[src/rtl/axi4_lite_slave_wrapper.sv]
// axi4_lite_slave_wrapper
//   AXI4-lite responder holding two SZ-bit operands (a, b) written one byte at
//   a time. Writing the last byte of b launches a sequential shift-add unsigned
//   multiplier. The 2*SZ-bit product is read back a byte at a time. Every byte
//   is served from a snapshot taken when byte 0 is read, so a multi-byte read
//   stays coherent. The write and read channels are independent FSMs.
// Ports
//   clk, _rst               clock, asynchronous active-low reset
//   awaddr/awvalid/awready  write address channel
//   wdata/wvalid/wready     write data channel (one byte per beat)
//   bresp/bvalid/bready     write response (bresp 1 = ok, 0 = bad address)
//   araddr/arvalid/arready  read address channel
//   rdata/rresp/rvalid/rready read data channel (rresp 1 = ok, 0 = bad address)
//   a, b                    operand registers
//   prod                    last completed product
//   busy                    multiply in progress
//   done                    one-cycle pulse when prod updates
module axi4_lite_slave_wrapper #(
  parameter int SZ  = 32,
  parameter int ASZ = 4,
  parameter int DSZ = 8
) (
  input  logic              clk,
  input  logic              _rst,
  input  logic [ASZ-1:0]    awaddr,
  input  logic              awvalid,
  output logic              awready,
  input  logic [DSZ-1:0]    wdata,
  input  logic              wvalid,
  output logic              wready,
  output logic              bresp,
  output logic              bvalid,
  input  logic              bready,
  input  logic [ASZ-1:0]    araddr,
  input  logic              arvalid,
  output logic              arready,
  output logic [DSZ-1:0]    rdata,
  output logic              rvalid,
  input  logic              rready,
  output logic              rresp,
  output logic [SZ-1:0]     a,
  output logic [SZ-1:0]     b,
  output logic [2*SZ-1:0]   prod,
  output logic              busy,
  output logic              done
);

  localparam int             NB        = SZ / DSZ;
  localparam logic [ASZ:0]   NBYTES    = (ASZ+1)'(2*NB);
  localparam logic [ASZ-1:0] LAST_ADDR = ASZ'(2*NB-1);
  localparam int             CW        = $clog2(SZ);
  localparam logic [CW-1:0]  LAST_CNT  = CW'(SZ-1);

  typedef enum logic [1:0] {W_ADDR, W_DATA, W_RESP} w_state_t;
  typedef enum logic       {R_ADDR, R_DATA}         r_state_t;
  typedef enum logic       {M_IDLE, M_RUN}          m_state_t;

  w_state_t w_state, w_nxt;
  r_state_t r_state, r_nxt;
  m_state_t m_state, m_nxt;

  logic [ASZ-1:0]  waddr;
  logic            start_req;
  logic [2*SZ-1:0] snap;
  logic [2*SZ-1:0] mcand;
  logic [2*SZ-1:0] acc;
  logic [2*SZ-1:0] acc_nxt;
  logic [SZ-1:0]   mplier;
  logic [CW-1:0]   cnt;
  logic            mult_last;

  logic aw_hs, w_hs, b_hs, ar_hs, r_hs;
  logic waddr_ok, raddr_ok;

  assign aw_hs    = awvalid & awready;
  assign w_hs     = wvalid & wready;
  assign b_hs     = bvalid & bready;
  assign ar_hs    = arvalid & arready;
  assign r_hs     = rvalid & rready;
  assign waddr_ok = ({1'b0, waddr} < NBYTES);
  assign raddr_ok = ({1'b0, araddr} < NBYTES);

  // Byte sel of a product image; addresses with no matching byte yield 0.
  function automatic logic [DSZ-1:0] prod_byte(input logic [2*SZ-1:0] v,
                                                input logic [ASZ-1:0]  sel);
    logic [DSZ-1:0] r;
    r = '0;
    for (int k = 0; k < 2*NB; k++)
      if (sel == ASZ'(k)) r = v[DSZ*k +: DSZ];
    return r;
  endfunction

  // ---------------- write channel ----------------
  always_ff @(posedge clk or negedge _rst)
    if (!_rst) w_state <= W_ADDR;
    else       w_state <= w_nxt;

  always_comb begin
    w_nxt = w_state;
    case (w_state)
      W_ADDR:  if (aw_hs) w_nxt = W_DATA;
      W_DATA:  if (w_hs)  w_nxt = W_RESP;
      W_RESP:  if (b_hs)  w_nxt = W_ADDR;
      default: w_nxt = W_ADDR;
    endcase
  end

  // Handshake flags are registered decodes of the next state.
  always_ff @(posedge clk or negedge _rst)
    if (!_rst) begin
      awready   <= 1'b1;
      wready    <= 1'b0;
      bvalid    <= 1'b0;
      bresp     <= 1'b0;
      start_req <= 1'b0;
    end else begin
      awready   <= (w_nxt == W_ADDR);
      wready    <= (w_nxt == W_DATA);
      bvalid    <= (w_nxt == W_RESP);
      start_req <= w_hs && (waddr == LAST_ADDR);
      if (w_hs) bresp <= waddr_ok;
    end

  always_ff @(posedge clk or negedge _rst)
    if (!_rst) begin
      waddr <= '0;
      a     <= '0;
      b     <= '0;
    end else begin
      if (aw_hs) waddr <= awaddr;
      if (w_hs)
        for (int k = 0; k < NB; k++) begin
          if (waddr == ASZ'(k))      a[DSZ*k +: DSZ] <= wdata;
          if (waddr == ASZ'(NB + k)) b[DSZ*k +: DSZ] <= wdata;
        end
    end

  // ---------------- read channel ----------------
  always_ff @(posedge clk or negedge _rst)
    if (!_rst) r_state <= R_ADDR;
    else       r_state <= r_nxt;

  always_comb begin
    r_nxt = r_state;
    case (r_state)
      R_ADDR:  if (ar_hs) r_nxt = R_DATA;
      R_DATA:  if (r_hs)  r_nxt = R_ADDR;
      default: r_nxt = R_ADDR;
    endcase
  end

  // Byte 0 refreshes the snapshot; all other bytes come from it, so a burst
  // of reads 0..2*NB-1 sees one consistent product even if prod moves.
  always_ff @(posedge clk or negedge _rst)
    if (!_rst) begin
      arready <= 1'b1;
      rvalid  <= 1'b0;
      rresp   <= 1'b0;
      rdata   <= '0;
      snap    <= '0;
    end else begin
      arready <= (r_nxt == R_ADDR);
      rvalid  <= (r_nxt == R_DATA);
      if (ar_hs) begin
        rresp <= raddr_ok;
        if (araddr == '0) begin
          snap  <= prod;
          rdata <= prod[DSZ-1:0];
        end else begin
          rdata <= prod_byte(snap, araddr);
        end
      end
    end

  // ---------------- multiplier ----------------
  assign acc_nxt   = mplier[0] ? acc + mcand : acc;
  assign mult_last = (m_state == M_RUN) && !start_req && (cnt == LAST_CNT);

  always_ff @(posedge clk or negedge _rst)
    if (!_rst) m_state <= M_IDLE;
    else       m_state <= m_nxt;

  // A start request always wins, so a restart mid-run abandons the old run.
  always_comb begin
    m_nxt = m_state;
    if (start_req)      m_nxt = M_RUN;
    else if (mult_last) m_nxt = M_IDLE;
  end

  always_ff @(posedge clk or negedge _rst)
    if (!_rst) begin
      busy <= 1'b0;
      done <= 1'b0;
      prod <= '0;
    end else begin
      busy <= (m_nxt == M_RUN);
      done <= mult_last;
      if (mult_last) prod <= acc_nxt;
    end

  // Working registers are only meaningful while M_RUN, so they carry no reset.
  always_ff @(posedge clk)
    if (start_req) begin
      mcand  <= {{SZ{1'b0}}, a};
      mplier <= b;
      acc    <= '0;
      cnt    <= '0;
    end else if (m_state == M_RUN) begin
      acc    <= acc_nxt;
      mcand  <= mcand << 1;
      mplier <= mplier >> 1;
      cnt    <= cnt + CW'(1);
    end

endmodule

[config.mk]
export PLATFORM = sky130hd
export DESIGN_NAME = axi4_lite_slave_wrapper
export DESIGN_NICKNAME = d
export VERILOG_FILES = /design/src/rtl/axi4_lite_slave_wrapper.sv
export SDC_FILE = /design/constraint.sdc
export NUM_CORES = 1
export LEC_CHECK = 0
export BUFFER_PORTS_ARGS = -buffer_cell sky130_fd_sc_hd__clkbuf_2
export CAP_MARGIN = 5
export CORE_ASPECT_RATIO = 1.2
export CORE_MARGIN = 10
export CORE_UTILIZATION = 50
export DETAILED_ROUTE_END_ITERATION = 10
export PLACE_DENSITY_LB_ADDON = 0.05
export SLEW_MARGIN = 20
export SYNTH_ARGS = -nofsm -noshare
export SYNTH_HDL_FRONTEND = slang
export SYNTH_SLANG_ARGS = --single-unit
[constraint.sdc]
create_clock -name clk -period 4.15 [get_ports clk]
set_clock_uncertainty 0.2 [all_clocks]
set_input_delay 0.415 -clock clk [delete_from_list [all_inputs] [get_ports clk]]
set_output_delay 0.415 -clock clk [all_outputs]
set_load 0.02 [all_outputs]
==> flow_summary.json <==
{
  "grt_max_degree": 147,
  "synth_area_um2": 18500,
  "syn-mean-instance-area_um2": 10.8,
  "crit_chain": "ha_1 -> a21oi_1 -> o21ai_0 -> a221oi_1 -> a2bb2oi_1 -> a21oi_1 -> buf_4 -> o211ai_1 -> o31ai_1 -> buf_4 -> xor2_1 -> a211oi_1 -> a21o_1",
  "ys_seq_area_share_pct": 49.6,
  "track_usage_pct": 23.1,
  "cp-end-kind": "register",
  "synth_nets": 1802,
  "synthFlopType": "dfrtp_1",
  "powerDensity_nw_per_um2": 750,
  "period_minus_slack_ps": 3770,
  "synth_most_common_cell": "dfrtp_1",
  "vias": 13700,
  "slew_viol_final": 0,
  "fin_ws_ps": 377,
  "cap_violations": 0,
  "ir_worst_vdd_uv": 491,
  "fmax_ghz": 0.265,
  "finalSetupViolCount": 0,
  "pre_cts_ws_ps": 411,
  "ant_nets": 0,
  "critPathMaxFanout": 11,
  "dr.pass1.iters": 5,
  "crit_type": "register to register",
  "post_cts_buffers": 0,
  "relSlewSlack_pct": 30.3,
  "drc": 0,
  "die_area_um2": 45000,
  "cts_max_level": 2,
  "clock_path_buffers": 3,
  "cp_slowest_cell": "ha_1",
  "synth_top_area_share_pct": 27.9,
  "status": "complete, no violations",
  "die_w_um": 195,
  "cts_root_buffer": "clkbuf_16",
  "routed_wl_um": 53700,
  "drive_gt1_share_pct": 24.8,
  "post-route-period-util_pct": 90.9,
  "worst_pin_slew_ps": 1050,
  "ys_top_cells_by_count": "dfrtp_1, mux2_2, nand2_1, a21oi_1, nor2_1",
  "p_leak_uw": 0.00992,
  "critPathTopFamily": "compound AO/OA/AOI/OAI gates",
  "async_reset_ff_share_pct": 55.8,
  "dp_hpwl_um": 39400,
  "ios": 168,
  "clkTransAtPathRegs_ps": 60,
  "tns_ps": 0,
  "cts_buffers": 39,
  "ys_top_cells_by_area": "dfrtp_1, mux2_2, dfxtp_1, edfxtp_1, mux2i_1",
  "rrSetupSlack_ps": 380,
  "clock_latency_ps": 550,
  "critPathArrivalTime_ps": 4010,
  "syn_inst": 1713,
  "rsz0062_at_grt": "false",
  "grt_first_pass_wirelength_um": 82600,
  "syn2layout_area_growth_pct": 14.6,
  "place.gp.congestion": 0.956,
  "cts_sinks": 373,
  "ys_seq_elements": 373,
  "wl_per_cell_um": 22.6,
  "antenna_found_initial": 0,
  "synth-edff-count": 64,
  "hold_viol": 0,
  "cp.required_ps": 4390,
  "viasPerCell": 5.76,
  "grt_overflow_total": 0,
  "whs_ps": 74.6,
  "initial_core_util_pct": 50.3,
  "num-nets-final": 1959,
  "row_count": 77,
  "core_area_um2": 36700,
  "cts_tree": "done",
  "die_y_um": 231,
  "port_buffers": 167,
  "first_iter_violations": 747,
  "antennaDiodeCount": 0,
  "crit_buf_inv": 2,
  "ys_warn_count": 0,
  "slowest_delay_ps": 450,
  "synthDistinctLibCells": 66,
  "hold_path_class": "input pin to register",
  "cp-start-kind": "register",
  "grt_pass1_vias": 13900,
  "synth_top_area_cell": "dfrtp_1"
}
-- cell usage in the layout (no fill, tap or decap), drive strengths merged, types with 6 or more instances in the layout --
cell type / count
nand3b: 7
a21oi: 119
dlygate4sd3: 8
o21a: 8
nand3: 16
nor2b: 9
a22o: 24
clkinv: 11
o21ai: 99
dfrtp: 206
xnor2: 42
inv: 23
nor3: 20
a21o: 47
nand4: 17
ha: 65
nand2: 180
a221oi: 13
a31oi: 11
o21bai: 13
dfxtp: 101
nor2: 115
edfxtp: 64
and3: 22
and2: 6
buf: 31
mux2i: 93
mux2: 195
xor2: 16
clkbuf: 225
o22ai: 9
a211oi: 25
-- sequential cells by signal, indices dropped and copies added (netlist names) --
register,flops
rvalid,1
wready,1
rdata,8
waddr,4
mplier,32
busy,1
acc,64
cnt,5
bresp,1
start_req,1
awready,1
done,1
w_state,2
snap,56
rresp,1
mcand,64
bvalid,1
a,32
prod,64
arready,1
b,32
-- report_power, final --
group	total (µW)	internal (µW)	switching [µW]
sequential	5580	4810	762
combinational	6890	2730	4160
clock	3400	1910	1480
total	15900	9460	6410
-- layer usage --
layer | track usage, % | vias to the layer above | share of wire (%)
met1 | 27.8 | 6719 | 41
met5 | 0 | - | 0
met3 | 4.10 | 84 | 4.9
met2 | 40.7 | 316 | 51
li1 | - | 6550 | -
met4 | 7.62 | 0 | 3.0
-- layout make-up --
type | count | area, µm²
fill | 3226 | 15500
sequential | 373 | 9160
multi-input combinational | 1228 | 8910
timing repair buffer | 205 | 1190
clock buffer | 59 | 1140
tap | 474 | 593
clock inverter | 13 | 88.8
inverter | 23 | 86.3
-- final timing paths --
| kind | from | to | cells after the start |
|---|---|---|---|
| max reg2reg | mcand[16]$_DFFE_PP_ | prod[53]$_DFFE_PN0P_ | 13 |
| min | bready | bvalid$_DFF_PN0_ | 3 |
| min in group asynchronous | _rst | prod[58]$_DFFE_PN0P_ | 2 |
| max | mcand[16]$_DFFE_PP_ | prod[53]$_DFFE_PN0P_ | 13 |
| min reg2reg | w_state[1]$_DFF_PN0_ | wready$_DFF_PN0_ | 1 |
| max in group asynchronous | _rst | arready$_DFF_PN1_ | 3 |
-- kinds of logic (layout without fill, tap and decap cells) --
logic type / count (synthesis) / after routing / synth area share (%)
AND/OR/NAND/NOR: 416 / 416 / 10.1
buffers and inverters: 112 / 300 / 2.30
XOR/XNOR: 58 / 58 / 2.75
adder cells (fa/ha/maj): 66 / 66 / 4.51
AO/OA/AOI/OAI: 400 / 400 / 13.8
multiplexers: 288 / 288 / 16.9
flip-flops: 373 / 373 / 49.6
-- worst min-delay path, cell delays in order --
cell and delay, ps:
clkbuf_2 80, a211oi_1 70, a41o_1 200
-- what timing repair did --
| item | 4_1_cts | 5_1_grt |
|---|---|---|
| setup endpoints to repair | 0 | 0 |
| hold buffers | 8 | 0 |
| resized for setup | 0 | 0 |
| endpoints found under the hold margin | 109 | 0 |
-- metrics by stage --
| step | instance area (µm²) | util (%) | std cells | power [µW] |
|---|---|---|---|---|
| detailed placement | 19800 | 54.1 | 2295 | 12500 |
| floorplan | 18500 | - | 1713 | 10300 |
| global placement | 19800 | 54.1 | 2295 | 12400 |
| CTS | 21200 | 57.6 | 2375 | 16000 |
| finish | 21200 | 57.7 | 2375 | 15900 |
| global route | 21200 | 57.7 | 2375 | 16900 |
No activity file was read; power rests on OpenSTA's default activity.
